`src/rtl/aud_ctrl_sched.sv`:
```
// rtl/aud_ctrl_sched.sv - audio record/playback sequencer and SRAM arbiter
//
// Turns debounced key pulses into one-cycle start/pause/stop commands for the
// recorder and the playback DSP, latches a sanitised speed/mode on entry to
// PLAY, remembers the length of the last recording, ends playback at that
// length, and shares the single SRAM port between recorder and DSP.
//
// Ports:
//   i_clk, i_rst            clock, synchronous active-high reset
//   i_key_*                 one-cycle key pulses (stop > pause > rec > play)
//   i_cfg_speed/mode        playback configuration, sampled on entry to PLAY
//   i_rec_addr/data/we      recorder write side
//   i_dsp_addr/finished     DSP read side and end-of-memory flag
//   o_rec_*, o_dsp_*        registered one-cycle command pulses
//   o_speed, o_fast,
//   o_slow_0, o_slow_1      latched configuration (mode is one-hot)
//   o_sram_*                muxed SRAM port (we_n active low)
//   o_rec_len               length of the last completed recording
//   o_state                 FSM state code for display
module aud_ctrl_sched #(
  parameter int ADDR_W    = 20,
  parameter int SPEED_MAX = 8
) (
  input  logic              i_clk,
  input  logic              i_rst,
  input  logic              i_key_rec,
  input  logic              i_key_play,
  input  logic              i_key_pause,
  input  logic              i_key_stop,
  input  logic [3:0]        i_cfg_speed,
  input  logic [1:0]        i_cfg_mode,
  input  logic [ADDR_W-1:0] i_rec_addr,
  input  logic [15:0]       i_rec_data,
  input  logic              i_rec_we,
  input  logic [ADDR_W-1:0] i_dsp_addr,
  input  logic              i_dsp_finished,
  output logic              o_rec_start,
  output logic              o_rec_pause,
  output logic              o_rec_stop,
  output logic              o_dsp_start,
  output logic              o_dsp_pause,
  output logic              o_dsp_stop,
  output logic [3:0]        o_speed,
  output logic              o_fast,
  output logic              o_slow_0,
  output logic              o_slow_1,
  output logic [ADDR_W-1:0] o_sram_addr,
  output logic [15:0]       o_sram_wdata,
  output logic              o_sram_we_n,
  output logic [ADDR_W-1:0] o_rec_len,
  output logic [2:0]        o_state
);

  typedef enum logic [2:0] {
    ST_IDLE       = 3'd0,
    ST_REC        = 3'd1,
    ST_REC_PAUSE  = 3'd2,
    ST_PLAY       = 3'd3,
    ST_PLAY_PAUSE = 3'd4
  } state_t;

  localparam logic [3:0] SPEED_LIM = 4'(SPEED_MAX);

  state_t state, state_nxt;

  logic rec_start_nxt, rec_pause_nxt, rec_stop_nxt;
  logic dsp_start_nxt, dsp_pause_nxt, dsp_stop_nxt;
  logic len_load, cfg_load;

  // Only the highest-priority key survives; lower ones are dropped even
  // when the winner has no meaning in the current state.
  logic k_stop, k_pause, k_rec, k_play;
  assign k_stop  = i_key_stop;
  assign k_pause = ~i_key_stop & i_key_pause;
  assign k_rec   = ~i_key_stop & ~i_key_pause & i_key_rec;
  assign k_play  = ~i_key_stop & ~i_key_pause & ~i_key_rec & i_key_play;

  logic rec_full, play_end;
  assign rec_full = &i_rec_addr;
  assign play_end = i_dsp_finished | (i_dsp_addr >= o_rec_len);

  logic [3:0] speed_san;
  logic [2:0] mode_oh;  // {fast, slow_0, slow_1}

  always_comb begin
    speed_san = i_cfg_speed;
    if (i_cfg_speed == 4'd0)
      speed_san = 4'd1;
    else if (i_cfg_speed > SPEED_LIM)
      speed_san = SPEED_LIM;
  end

  always_comb begin
    mode_oh = 3'b100;
    case (i_cfg_mode)
      2'd1:    mode_oh = 3'b010;
      2'd2:    mode_oh = 3'b001;
      default: mode_oh = 3'b100;
    endcase
  end

  always_comb begin
    state_nxt     = state;
    rec_start_nxt = 1'b0;
    rec_pause_nxt = 1'b0;
    rec_stop_nxt  = 1'b0;
    dsp_start_nxt = 1'b0;
    dsp_pause_nxt = 1'b0;
    dsp_stop_nxt  = 1'b0;
    len_load      = 1'b0;
    cfg_load      = 1'b0;
    case (state)
      ST_IDLE: begin
        if (k_rec) begin
          state_nxt     = ST_REC;
          rec_start_nxt = 1'b1;
        end else if (k_play && o_rec_len != '0) begin
          state_nxt     = ST_PLAY;
          dsp_start_nxt = 1'b1;
          cfg_load      = 1'b1;
        end
      end
      ST_REC: begin
        // Memory-full auto-stop wins over pause; a simultaneous stop key
        // still yields only one stop pulse.
        if (k_stop || rec_full) begin
          state_nxt    = ST_IDLE;
          rec_stop_nxt = 1'b1;
          len_load     = 1'b1;
        end else if (k_pause) begin
          state_nxt     = ST_REC_PAUSE;
          rec_pause_nxt = 1'b1;
        end
      end
      ST_REC_PAUSE: begin
        if (k_stop) begin
          state_nxt    = ST_IDLE;
          rec_stop_nxt = 1'b1;
          len_load     = 1'b1;
        end else if (k_pause) begin
          state_nxt     = ST_REC;
          rec_pause_nxt = 1'b1;
        end
      end
      ST_PLAY: begin
        if (k_stop || play_end) begin
          state_nxt    = ST_IDLE;
          dsp_stop_nxt = 1'b1;
        end else if (k_pause) begin
          state_nxt     = ST_PLAY_PAUSE;
          dsp_pause_nxt = 1'b1;
        end
      end
      ST_PLAY_PAUSE: begin
        if (k_stop) begin
          state_nxt    = ST_IDLE;
          dsp_stop_nxt = 1'b1;
        end else if (k_pause) begin
          state_nxt     = ST_PLAY;
          dsp_pause_nxt = 1'b1;
          cfg_load      = 1'b1;
        end
      end
      default: state_nxt = ST_IDLE;
    endcase
  end

  always_ff @(posedge i_clk) begin
    if (i_rst) begin
      state       <= ST_IDLE;
      o_rec_start <= 1'b0;
      o_rec_pause <= 1'b0;
      o_rec_stop  <= 1'b0;
      o_dsp_start <= 1'b0;
      o_dsp_pause <= 1'b0;
      o_dsp_stop  <= 1'b0;
      o_speed     <= 4'd1;
      o_fast      <= 1'b1;
      o_slow_0    <= 1'b0;
      o_slow_1    <= 1'b0;
      o_rec_len   <= '0;
    end else begin
      state       <= state_nxt;
      o_rec_start <= rec_start_nxt;
      o_rec_pause <= rec_pause_nxt;
      o_rec_stop  <= rec_stop_nxt;
      o_dsp_start <= dsp_start_nxt;
      o_dsp_pause <= dsp_pause_nxt;
      o_dsp_stop  <= dsp_stop_nxt;
      // On auto-stop i_rec_addr is already all-ones, so one load path serves both.
      if (len_load)
        o_rec_len <= i_rec_addr;
      if (cfg_load) begin
        o_speed                      <= speed_san;
        {o_fast, o_slow_0, o_slow_1} <= mode_oh;
      end
    end
  end

  logic in_rec;
  assign in_rec       = (state == ST_REC) || (state == ST_REC_PAUSE);
  assign o_sram_addr  = in_rec ? i_rec_addr : i_dsp_addr;
  assign o_sram_wdata = in_rec ? i_rec_data : 16'd0;
  assign o_sram_we_n  = ~((state == ST_REC) & i_rec_we);
  assign o_state      = state;

endmodule

```
`config.mk`:
```
export PLATFORM = sky130hd
export DESIGN_NAME = aud_ctrl_sched
export DESIGN_NICKNAME = d
export VERILOG_FILES = /design/src/rtl/aud_ctrl_sched.sv
export SDC_FILE = /design/constraint.sdc
export NUM_CORES = 1
export LEC_CHECK = 0
export CELL_PAD_IN_SITES_DETAIL_PLACEMENT = 1
export CELL_PAD_IN_SITES_GLOBAL_PLACEMENT = 2
export CORE_MARGIN = 2
export CORE_UTILIZATION = 23
export DETAILED_ROUTE_END_ITERATION = 7
export PLACE_DENSITY = 0.88
export SETUP_SLACK_MARGIN = 0.1
export SLEW_MARGIN = 15
export SYNTH_ARGS = -nofsm -noshare
export SYNTH_HDL_FRONTEND = slang
export SYNTH_SLANG_ARGS = --single-unit
```
`constraint.sdc`:
```
create_clock -name i_clk -period 4.3 [get_ports i_clk]
set_input_delay 0.43 -clock i_clk [delete_from_list [all_inputs] [get_ports i_clk]]
set_output_delay 0.43 -clock i_clk [all_outputs]
set_load 0.05 [all_outputs]
```
; ---- After elaboration in Yosys (flattened, before gate mapping)
; Index checks and enable logic that the tools add are counted.
; W data, S select, Z words.
[op_classes]
addsub = 0
n_mul = 0
div_mod_pow = 0
n_lt_le_gt_ge = 2
eq_ne = 11
n_shift = 0
mux = 31
bitwise_logic = 12
reduce_logical = 10
[op_table]
columns = op, count
row1 = $mux W3, 10
row2 = $ge A20 B20 Y1, 1
row3 = $mux W20, 1
row4 = $reduce_and A20 Y1, 1
row5 = $reduce_bool A20 Y1, 1
row6 = $mux W16, 1
row7 = $ne A3 B3 Y1 const B, 5
row8 = $pmux W3 S5, 1
row9 = $mux W1, 10
row10 = $pmux W1 S2, 5
row11 = $mux W4, 2
row12 = $and A1 B1 Y1, 6
row13 = $eq A3 B2 Y1 const B, 2
row14 = $pmux W3 S2, 1
row15 = $not A1 Y1, 5
row16 = $reduce_and A5 Y1, 1
row17 = $gt A4 B4 Y1 const B, 1
row18 = $logic_not A4 Y1, 1
row19 = $eq A3 B1 Y1 const B, 1
row20 = $eq A3 B3 Y1 const B, 1
row21 = $logic_not A3 Y1, 1
row22 = $logic_or A1 B1 Y1, 3
row23 = $eq A2 B1 Y1 const B, 1
row24 = $eq A2 B2 Y1 const B, 1
row25 = 3 further kinds, 3
[word_totals]
register_bits = 36
latch_bits = 0
ram_bits = 0
romBits = 0
inputBits = 70
output_inout_bits = 73
wordCells = 78
n_memories = 0

; ---- Depth between registers and ports, before layout
[logic_depth]
depth_word = 8
depth_mapped = 8
depth_no_buf = 8

; ---- Least setup slack after synthesis
; OpenSTA, ideal clock, no wires.
[synth_timing]
path_kind = register -> output
from = reg state[0], in the netlist o_state[0]
to = out o_sram_addr[0]
t_arrival_ns = 2.524
required_time_ns = 3.870
slack_ns = 1.346
stages_incl_launch_ff = 7
path_buffers = 3
cell_sequence = dfxtp_1 -> buf_4 -> nor2_1 -> o21a_1 -> buf_2 -> clkbuf_1 -> o21ai_0
[synth_between]
elab_chain_len = 3
elab_cells_between_ends = 4
classes_between = eq/ne (2) / mux (1) / reduce/logical (1)
[synth_rtl]
columns = element, line_no
row1 = start: declaration, 64  ; state_t state, state_nxt;
row2 = start signal: assignment, 183  ; state <= state_nxt;
row3 = $eq A3 B1 Y1 or $eq A3 B2 Y1 (tied branches), 201  ; assign in_rec = (state == ST_REC) || (state == ST_REC_PAUSE);
row4 = $logic_or A1 B1 Y1 *, 201
row5 = $mux W20 *, 202  ; assign o_sram_addr = in_rec ? i_rec_addr : i_dsp_addr;
row6 = end: declaration, 47  ; output logic [ADDR_W-1:0] o_sram_addr,
; Mark *: on every way between the ends. The rest lies on a longest branch, timed or not.

; ---- Worst setup path after layout
[layout_timing]
from = reg state[1], in the netlist o_state[1]
to = out o_sram_addr[11]
; The elaborated chain is that of the path after synthesis.

==> results_dict.tcl <==
set metrics [dict create \
    status "completed" \
    clkLatencyLatePin_ps 290 \
    leakagePower_nw 1.49 \
    grt_pass1_vias 2725 \
    clockRootBuffer "clkbuf_8" \
    via_count 2642 \
    worst_slew_pin_slew_ps 553 \
    gp_congestion 0.783 \
    setup_tns_ps 0 \
    first_pass_iters 4 \
    dp_cells 560 \
    period_share 0.746 \
    p_total_mw 2.53 \
    powerDensity_nw_per_um2 606 \
    yosysTopAreaCell "dfxtp_1" \
    place_area_um2 4080 \
    avgSynthCellArea_um2 8.81 \
    detail-route-antenna-nets 0 \
    grt_pass1_wl_mm 14.0 \
    stdcell_count 568 \
    area_growth_pct 64.4 \
    grt_util_all_layers 0.152 \
    peakVddDrop_v 0.000336 \
    synth_warnings 0 \
    start_util 0.235 \
    dieArea_um2 11900 \
    cp-start-kind "flop" \
    syn_area_um2 2540 \
    htreeDepth 2 \
    fin_crit_ps 3210 \
    final_area_um2 4180 \
    fillers 1297 \
    highest_layer "met4" \
    clk_pin_slew_ps 80 \
    cts_resized 0 \
    core_area_um2 10800 \
    cp_max_fo 37 \
    slew_headroom 0.630 \
    yosys-top-cells-area "dfxtp_1 28%, ha_1 11%, mux2i_1 9.4%" \
    hold_viol 0 \
    pin_count 143 \
    cap_viol_max_count 0 \
    cts_max_path_buffers 2 \
    die_h_um 109 \
    rsz0062_at_grt "no" \
    ys_seq_elements 36 \
    worst_slack_ps 1090 \
    ctsHoldBuffers 0 \
    synth_top_area_share 0.283 \
    final_common_cell "clkdlybuf4s50_1" \
    synth_cell_types 51 \
    grt_max_degree 40 \
    setup_viol_count_final 0 \
    whs_ps 475 \
    drt-met1-wl_mm 3.87 \
    fp.dieW_um 109 \
    synth.yosys.seq_area_share 0.283 \
    syn-num-nets 381 \
    drtIter0Drc 36 \
    drt-vias-per-instance 4.65 \
    cts_tree "done" \
    cts_sinks 36 \
    port_buffers 142 \
    timing.fmax_mhz 312 \
    hpwl_mm 7.27 \
    wire_per_inst_um 16.0 \
    synthCells 289 \
    cts_buffers 5 \
    diodes 0 \
    overflow 0 \
    pre_cts_ws_ps 1370 \
    cp-end-kind "output port" \
    worstSetupPathType "flop to output port" \
    required_ps 3870 \
    grt_antenna_before_repair 0 \
    drc 0 \
    finalClockSkew_ps 4.45 \
    route.met2.wl_mm 4.44 \
    dr_wl_met3_um 720 \
    drive_above_1_share 0.100 \
    totalWireLength_mm 9.08 \
    post-route-util 0.386 \
    rows 38 \
    arrival_ps 2780 \
    hold_path_class "flop to flop" \
    layout_common_cells "142 x clkdlybuf4s50_1, 36 x dfxtp_1, 34 x nor2_1" \
    drv_slew 0 \
    cts_setup_buffers 0 \
    fin_nets 519 \
]
-- cell type report --
cell class                 instances  area [µm²]  share of cell area
tap                              140         175              0.0419
multi-input combinational        214        1640               0.392
clock inverter                     2        35.0             0.00838
sequential                        36         721               0.172
clock buffer                       6        72.6              0.0173
inverter                          24        90.1              0.0215
timing repair buffer             146        1450               0.347
-- path summary, 6_finish.rpt --
check / startpoint / cells past startpoint / slack, ps / end
setup / recovery: o_state[1]$_SDFFE_PP0P_ / 6 / 1090 / o_sram_addr[11]
hold / removal: o_speed[2]$_SDFFE_PP0P_ / 2 / 480 / o_speed[2]$_SDFFE_PP0P_
setup reg to reg: o_rec_len[17]$_SDFFE_PP0P_ / 8 / 2120 / o_state[1]$_SDFFE_PP0P_
hold reg to reg: o_speed[2]$_SDFFE_PP0P_ / 2 / 480 / o_speed[2]$_SDFFE_PP0P_
-- sequential cells by signal (all words and copies together), names as in the netlist --
register     cells
o_dsp_start      1
o_speed          4
o_dsp_pause      1
o_rec_start      1
o_rec_len       20
o_rec_pause      1
o_state          3
o_dsp_stop       1
o_slow_1         1
o_fast           1
o_slow_0         1
o_rec_stop       1
-- cells in the mapped netlist (all sizes together) --
| master | number |
|---|---|
| or2 | 1 |
| nor2b | 3 |
| nor2 | 35 |
| nor4b | 1 |
| a311o | 1 |
| and3 | 1 |
| o21ba | 1 |
| nand3b | 2 |
| mux2i | 24 |
| xnor2 | 1 |
| nand2b | 5 |
| nand4 | 8 |
| o211ai | 1 |
| a211o | 1 |
| and2 | 16 |
| nor3 | 8 |
| buf | 9 |
| nand2 | 10 |
| nor4 | 7 |
| o21ai | 5 |
| a32oi | 1 |
| dfxtp | 36 |
| clkbuf | 5 |
| and2b | 1 |
| inv | 24 |
| a21o | 2 |
| o2bb2ai | 1 |
| or2b | 1 |
| ha | 22 |
| a2111oi | 1 |
| or3 | 1 |
| a221oi | 1 |
| nand3 | 6 |
| a211oi | 2 |
| dlygate4sd1 | 1 |
| mux2 | 19 |
| a31oi | 1 |
| o31ai | 1 |
| o2111ai | 1 |
| o22ai | 1 |
| a21oi | 15 |
| o21a | 6 |
-- cells by family (layout without fill, tap and decap cells) --
group	count (synthesis)	count (layout)	share of synthesized area
AOI/OAI and AO/OA	42	42	0.128
adders and majority gates	22	22	0.108
DFF	36	36	0.283
muxes	43	43	0.178
buffers and inverters	39	178	0.0733
xor gates and xnor gates	1	1	0.00344
and+or+nand+nor	106	106	0.226
-- where the power goes --
group	internal [mW]	leakage (nW)	switching, mW
sequential	0.386	0.292	0.0680
combinational	0.671	1.14	1.10
clock	0.172	0.0552	0.131
total	1.23	1.49	1.30
-- critical path: stages (launching register included) --
cell and delay (ps):
dfxtp_1 560, inv_1 180, nor2_1 150, o21a_1 140, buf_4 350, mux2_2 390, clkdlybuf4s50_1 710
-- per-layer routing --
layer / GRT usage / vias up
met2: 0.262 / 102
met3: 0.0448 / 4
met1: 0.187 / 1247
met4: 0.0289 / 0
met5: 0 / -
li1: - / 1289
Power figures use the tool's default switching activity.
